[config.mk]
export PLATFORM = sky130hd
export DESIGN_NAME = hqm_system_mem_rf_pg_ctl
export DESIGN_NICKNAME = d
export VERILOG_FILES = /design/src/rtl/hqm_system_mem_rf_pg_ctl.sv
export SDC_FILE = /design/constraint.sdc
export NUM_CORES = 1
export LEC_CHECK = 0
export CAP_MARGIN = 40
export CORE_MARGIN = 3
export CORE_UTILIZATION = 55
export CTS_BUF_LIST = sky130_fd_sc_hd__clkbuf_16
export DETAILED_ROUTE_END_ITERATION = 12
export PLACE_DENSITY = 0.85
export SLEW_MARGIN = 40
export SYNTH_ARGS = -nofsm -noshare
export SYNTH_HDL_FRONTEND = slang
export SYNTH_SLANG_ARGS = --single-unit
[constraint.sdc]
create_clock -name clk -period 5.04 [get_ports clk]
set_clock_uncertainty 0.1 [all_clocks]
set_input_delay 0.504 -clock clk [delete_from_list [all_inputs] [get_ports clk]]
set_output_delay 0.504 -clock clk [all_outputs]
set_load 0.005 [all_outputs]
[src/rtl/hqm_system_mem_rf_pg_ctl.sv]
// rtl/hqm_system_mem_rf_pg_ctl.sv - power-gate sequencer for a system-memory register file
// Sequences power enable, settle, de-isolation and reset release, and auto power-down on idle.
module hqm_system_mem_rf_pg_ctl #(
    parameter int SETTLE_CYC = 4,
    parameter int ACK_TMO    = 63
) (
    input  logic       clk,
    input  logic       rst,
    input  logic       pwr_req,
    input  logic       acc_req,
    output logic       acc_ready,
    input  logic [7:0] cfg_idle_limit,
    output logic       pg_pwr_enable_b,
    input  logic       pg_pwr_ack_b,
    output logic       pg_isol_en,
    output logic       pg_ip_reset_b,
    input  logic       pg_err_clr,
    output logic       pg_err,
    output logic [2:0] pg_state
);

    localparam logic [2:0] ST_OFF    = 3'd0;
    localparam logic [2:0] ST_PWRUP  = 3'd1;
    localparam logic [2:0] ST_SETTLE = 3'd2;
    localparam logic [2:0] ST_UNISO  = 3'd3;
    localparam logic [2:0] ST_ON     = 3'd4;
    localparam logic [2:0] ST_ISO    = 3'd5;
    localparam logic [2:0] ST_PWRDN  = 3'd6;

    localparam logic [7:0] TMO_LAST    = 8'(ACK_TMO - 1);
    localparam logic [3:0] SETTLE_LAST = 4'(SETTLE_CYC - 1);

    logic [2:0] state_q, state_d;
    logic [7:0] tmo_q, tmo_d;
    logic [3:0] settle_q, settle_d;
    logic [7:0] idle_q, idle_d;
    logic       err_q, err_d;
    logic       err_set;
    logic       any_req;

    logic       enable_b_q, enable_b_d;
    logic       isol_q, isol_d;
    logic       reset_b_q, reset_b_d;
    logic       ready_q, ready_d;

    assign any_req = pwr_req | acc_req;

    always_comb begin
        state_d = state_q;
        err_set = 1'b0;
        idle_d  = 8'd0;
        case (state_q)
            ST_OFF: begin
                if (any_req) state_d = ST_PWRUP;
            end
            ST_PWRUP: begin
                if (!pg_pwr_ack_b) begin
                    state_d = ST_SETTLE;
                end else if (tmo_q == TMO_LAST) begin
                    state_d = ST_OFF;
                    err_set = 1'b1;
                end
            end
            ST_SETTLE: begin
                if (settle_q == SETTLE_LAST) state_d = ST_UNISO;
            end
            ST_UNISO: state_d = ST_ON;
            ST_ON: begin
                if (!any_req) begin
                    if (idle_q == cfg_idle_limit) begin
                        state_d = ST_ISO;
                    end else if (idle_q != 8'hff) begin
                        idle_d = idle_q + 8'd1;
                    end else begin
                        idle_d = idle_q;
                    end
                end
            end
            ST_ISO: state_d = ST_PWRDN;
            ST_PWRDN: begin
                if (pg_pwr_ack_b) begin
                    state_d = ST_OFF;
                end else if (tmo_q == TMO_LAST) begin
                    state_d = ST_OFF;
                    err_set = 1'b1;
                end
            end
            default: state_d = ST_OFF;
        endcase

        // Both dwell counters restart on every state entry.
        if (state_d != state_q) begin
            tmo_d = 8'd0;
        end else if (state_q == ST_PWRUP || state_q == ST_PWRDN) begin
            tmo_d = tmo_q + 8'd1;
        end else begin
            tmo_d = 8'd0;
        end
        settle_d = (state_q == ST_SETTLE && state_d == ST_SETTLE) ? settle_q + 4'd1 : 4'd0;

        err_d = err_set ? 1'b1 : (pg_err_clr ? 1'b0 : err_q);
    end

    // Outputs are decoded from the next state so they register alongside it.
    always_comb begin
        enable_b_d = 1'b1;
        isol_d     = 1'b1;
        reset_b_d  = 1'b0;
        ready_d    = 1'b0;
        case (state_d)
            ST_PWRUP, ST_SETTLE: enable_b_d = 1'b0;
            ST_UNISO, ST_ISO: begin
                enable_b_d = 1'b0;
                reset_b_d  = 1'b1;
            end
            ST_ON: begin
                enable_b_d = 1'b0;
                isol_d     = 1'b0;
                reset_b_d  = 1'b1;
                ready_d    = 1'b1;
            end
            default: ;
        endcase
    end

    always_ff @(posedge clk or posedge rst) begin
        if (rst) begin
            state_q    <= ST_OFF;
            tmo_q      <= 8'd0;
            settle_q   <= 4'd0;
            idle_q     <= 8'd0;
            err_q      <= 1'b0;
            enable_b_q <= 1'b1;
            isol_q     <= 1'b1;
            reset_b_q  <= 1'b0;
            ready_q    <= 1'b0;
        end else begin
            state_q    <= state_d;
            tmo_q      <= tmo_d;
            settle_q   <= settle_d;
            idle_q     <= idle_d;
            err_q      <= err_d;
            enable_b_q <= enable_b_d;
            isol_q     <= isol_d;
            reset_b_q  <= reset_b_d;
            ready_q    <= ready_d;
        end
    end

    assign pg_state        = state_q;
    assign pg_err          = err_q;
    assign pg_pwr_enable_b = enable_b_q;
    assign pg_isol_en      = isol_q;
    assign pg_ip_reset_b   = reset_b_q;
    assign acc_ready       = ready_q;

endmodule

==> results_dict.tcl <==
set metrics [dict create \
    placed_cells 194 \
    syn_avg_cell_area_um2 9.99 \
    cts_tree "yes" \
    portBuffers 21 \
    cp.arrival_ns 1.43 \
    met1Wirelength_mm 1.16 \
    min_from "settle_q[0]" \
    setup_viol 0 \
    ys_ff_latch 28 \
    drc 0 \
    pin_count 22 \
    row_count 18 \
    synth_top_area_cell "dfrtp_1" \
    cp-end-kind "output port" \
    final_max_slew_viol_count 0 \
    n_antenna_cell 0 \
    syn-cell-area_mm2 0.00148 \
    place.gp.congestion 0.841 \
    cap_violations 0 \
    wl_per_cell_um 13.6 \
    crit_family "flip-flops" \
    power_density_mw_per_mm2 395 \
    h-tree-depth 1 \
    yosysSeqAreaShare 0.475 \
    dr_wl_met3_um 85 \
    synth_top_area_share 0.440 \
    grt_overflow 0 \
    path_buf_inv 1 \
    grt_max_degree 29 \
    core-area_mm2 0.00252 \
    grt_pass1_vias 1035 \
    finalSetupTns_ns 0 \
    viasPerCell 5.61 \
    cts_sinks 28 \
    ys.flop_type "dfrtp_1" \
    r2r_slack_ns 3.25 \
    fin_cells 197 \
    postLayoutCoreUtil 0.703 \
    fin_crit_sh 0.403 \
    dr.max_layer_used "met4" \
    syn_inst 148 \
    clock_path_buffers 2 \
    initial_core_util 0.586 \
    dr_wl_met2_mm 1.38 \
    cp_max_fo 11 \
    maxSlewHeadroom 0.635 \
    post-place-ws_ns 2.91 \
    rr_endpoint "acc_ready" \
    holdPathStages 1 \
    die_h_um 57.9 \
    drt-total-wl_mm 2.68 \
    fmax_mhz 493 \
    clk_pin_slew_worst_paths_ns 0.06 \
    worst_path_max_delay_cell "dfrtp_1" \
    worst_slack_ns 3.01 \
    dr_total_vias 1106 \
    required_ns 4.44 \
    hold_buffers 0 \
    hold_violations 0 \
    ant_nets 0 \
    cp-start-kind "flip-flop" \
    hold_path_end "settle_q[0]" \
    rsz0062_at_grt "no" \
    insertion_delay_ns 0.26 \
    crit-reg2reg-launch "tmo_q[0]" \
    peakVddDrop_uv 318 \
    cts_root_buf "clkbuf_16" \
    antenna_found_initial 0 \
    place_hpwl_mm 2.03 \
    synth_edf_count 0 \
    die_w_um 57.9 \
    critPathKind "reg -> out" \
    synth_area_leaders "dfrtp_1 44%, xor2_1 8.3%, nor2_1 5.6%" \
    reg2reg_depth 7 \
    status "complete, no violations" \
    fillers 189 \
    drt-initial-drc-count 35 \
    p_leak_nw 0.795 \
    numCtsBuffers 3 \
    grt_usage 0.180 \
    post_cts_buffers 0 \
    fin_nets 187 \
    tightest_slew_ns 0.547 \
    grt_pass1_wl_mm 4.62 \
    path_cells "clkdlybuf4s50_1" \
    period_needed_ns 2.03 \
    synthArstFlopShare 1.00 \
    yosys_warnings 0 \
    ys_types 36 \
    max_stage_delay_ns 0.59 \
    die_area_mm2 0.00335 \
    cts_resized 0 \
    hp-class "reg -> reg" \
    syn_nets 166 \
    syn_to_final_growth_pct 19.9 \
    drive_above_1_share 0.0838 \
    synth_common_cells "26 x dfrtp_1, 22 x nor2_1, 14 x nand3_1, 14 x xor2_1, 10 x and3_1" \
    yosysMostFrequentCell "dfrtp_1" \
    firstDrtPassIters 4 \
]
==> where the power goes <==
part           internal (mW)  total, mW  switching (mW)
combinational          0.121      0.218          0.0977
sequential             0.262      0.308          0.0453
clock                  0.105      0.174          0.0685
==> how the worst max path moves through the flow <==
stage	start	end	slack, ns	cells after the start
detailed placement	cfg_idle_limit[1]	acc_ready	2.91	6
finish	pg_state[1]	pg_state[1]	3.01	1
floorplan	tmo_q[0]	acc_ready	3.45	7
global route	pg_state[1]	pg_state[1]	2.95	1
global placement	cfg_idle_limit[1]	acc_ready	2.95	6
CTS	pg_state[1]	pg_state[1]	3.01	1
==> logic make-up (layout without fill, tap and decap cells) <==
family,count (synthesis),count (layout),share of synthesized area
AO/OA/AOI/OAI,19,19,0.0973
flip-flops,28,28,0.475
multiplexers,1,1,0.00677
XOR/XNOR,18,18,0.107
AND/OR/NAND/NOR,66,66,0.243
buffers and inverters,12,31,0.0372
adder cells (fa/ha/maj),4,4,0.0338
==> metal layers <==
layer | GRT usage | up-vias
met5 | 0 | -
met4 | 0.0861 | 0
met3 | 0.0290 | 5
met2 | 0.300 | 18
met1 | 0.229 | 540
li1 | - | 543
==> registers in the layout (all words and copies together), names as in the netlist <==
| signal | cells |
|---|---|
| pg_ip_reset_b | 1 |
| pg_isol_en | 1 |
| pg_pwr_enable_b | 1 |
| idle_q | 8 |
| settle_q | 4 |
| tmo_q | 8 |
| pg_state | 3 |
| pg_err | 1 |
| acc_ready | 1 |
==> metrics by stage <==
stage               cell area, µm²  hold WS [ns]  power [mW]
global placement              1700         0.345       0.521
finish                        1770         0.366       0.700
detailed placement            1700         0.361       0.531
global route                  1770         0.401       0.744
floorplan                     1480         0.331       0.454
CTS                           1770         0.370       0.705
==> cell usage in the layout, fill, tap and decap left out <==
cell type	synthesis	routed
xor2_1	14	14
o311a_2	1	1
or2_1	1	1
dfstp_2	2	2
nor4b_4	1	1
nand2b_1	2	2
o21a_1	1	1
or2b_1	1	1
nor4_1	2	2
a31oi_4	1	1
inv_1	7	6
clkdlybuf4s50_1	0	21
nor2b_1	1	1
and3_4	1	1
xnor2_1	4	4
mux2i_1	1	1
a21oi_1	4	4
nand2_1	6	6
nor2_1	22	22
or3_4	1	1
o32a_2	1	1
a21boi_2	1	1
nand3b_1	1	1
nor3_1	1	1
or3_1	1	1
ha_1	4	4
nand3_1	14	14
o21a_2	1	1
dfrtp_1	26	26
inv_2	0	1
nand4bb_1	1	1
clkbuf_16	0	3
o21ai_0	7	7
o31a_1	1	1
and3_1	10	10
a2bb2oi_1	1	1
==> layout make-up <==
cell class,instances,area [µm²],area share
Multi-Input combinational cell,108,721,0.406
Tap cell,30,37.5,0.0212
Inverter,7,26.3,0.0148
Sequential cell,28,703,0.397
Clock buffer,3,75.1,0.0423
Timing Repair Buffer,21,210,0.119
Note: power is estimated with default switching activity, not from simulation.
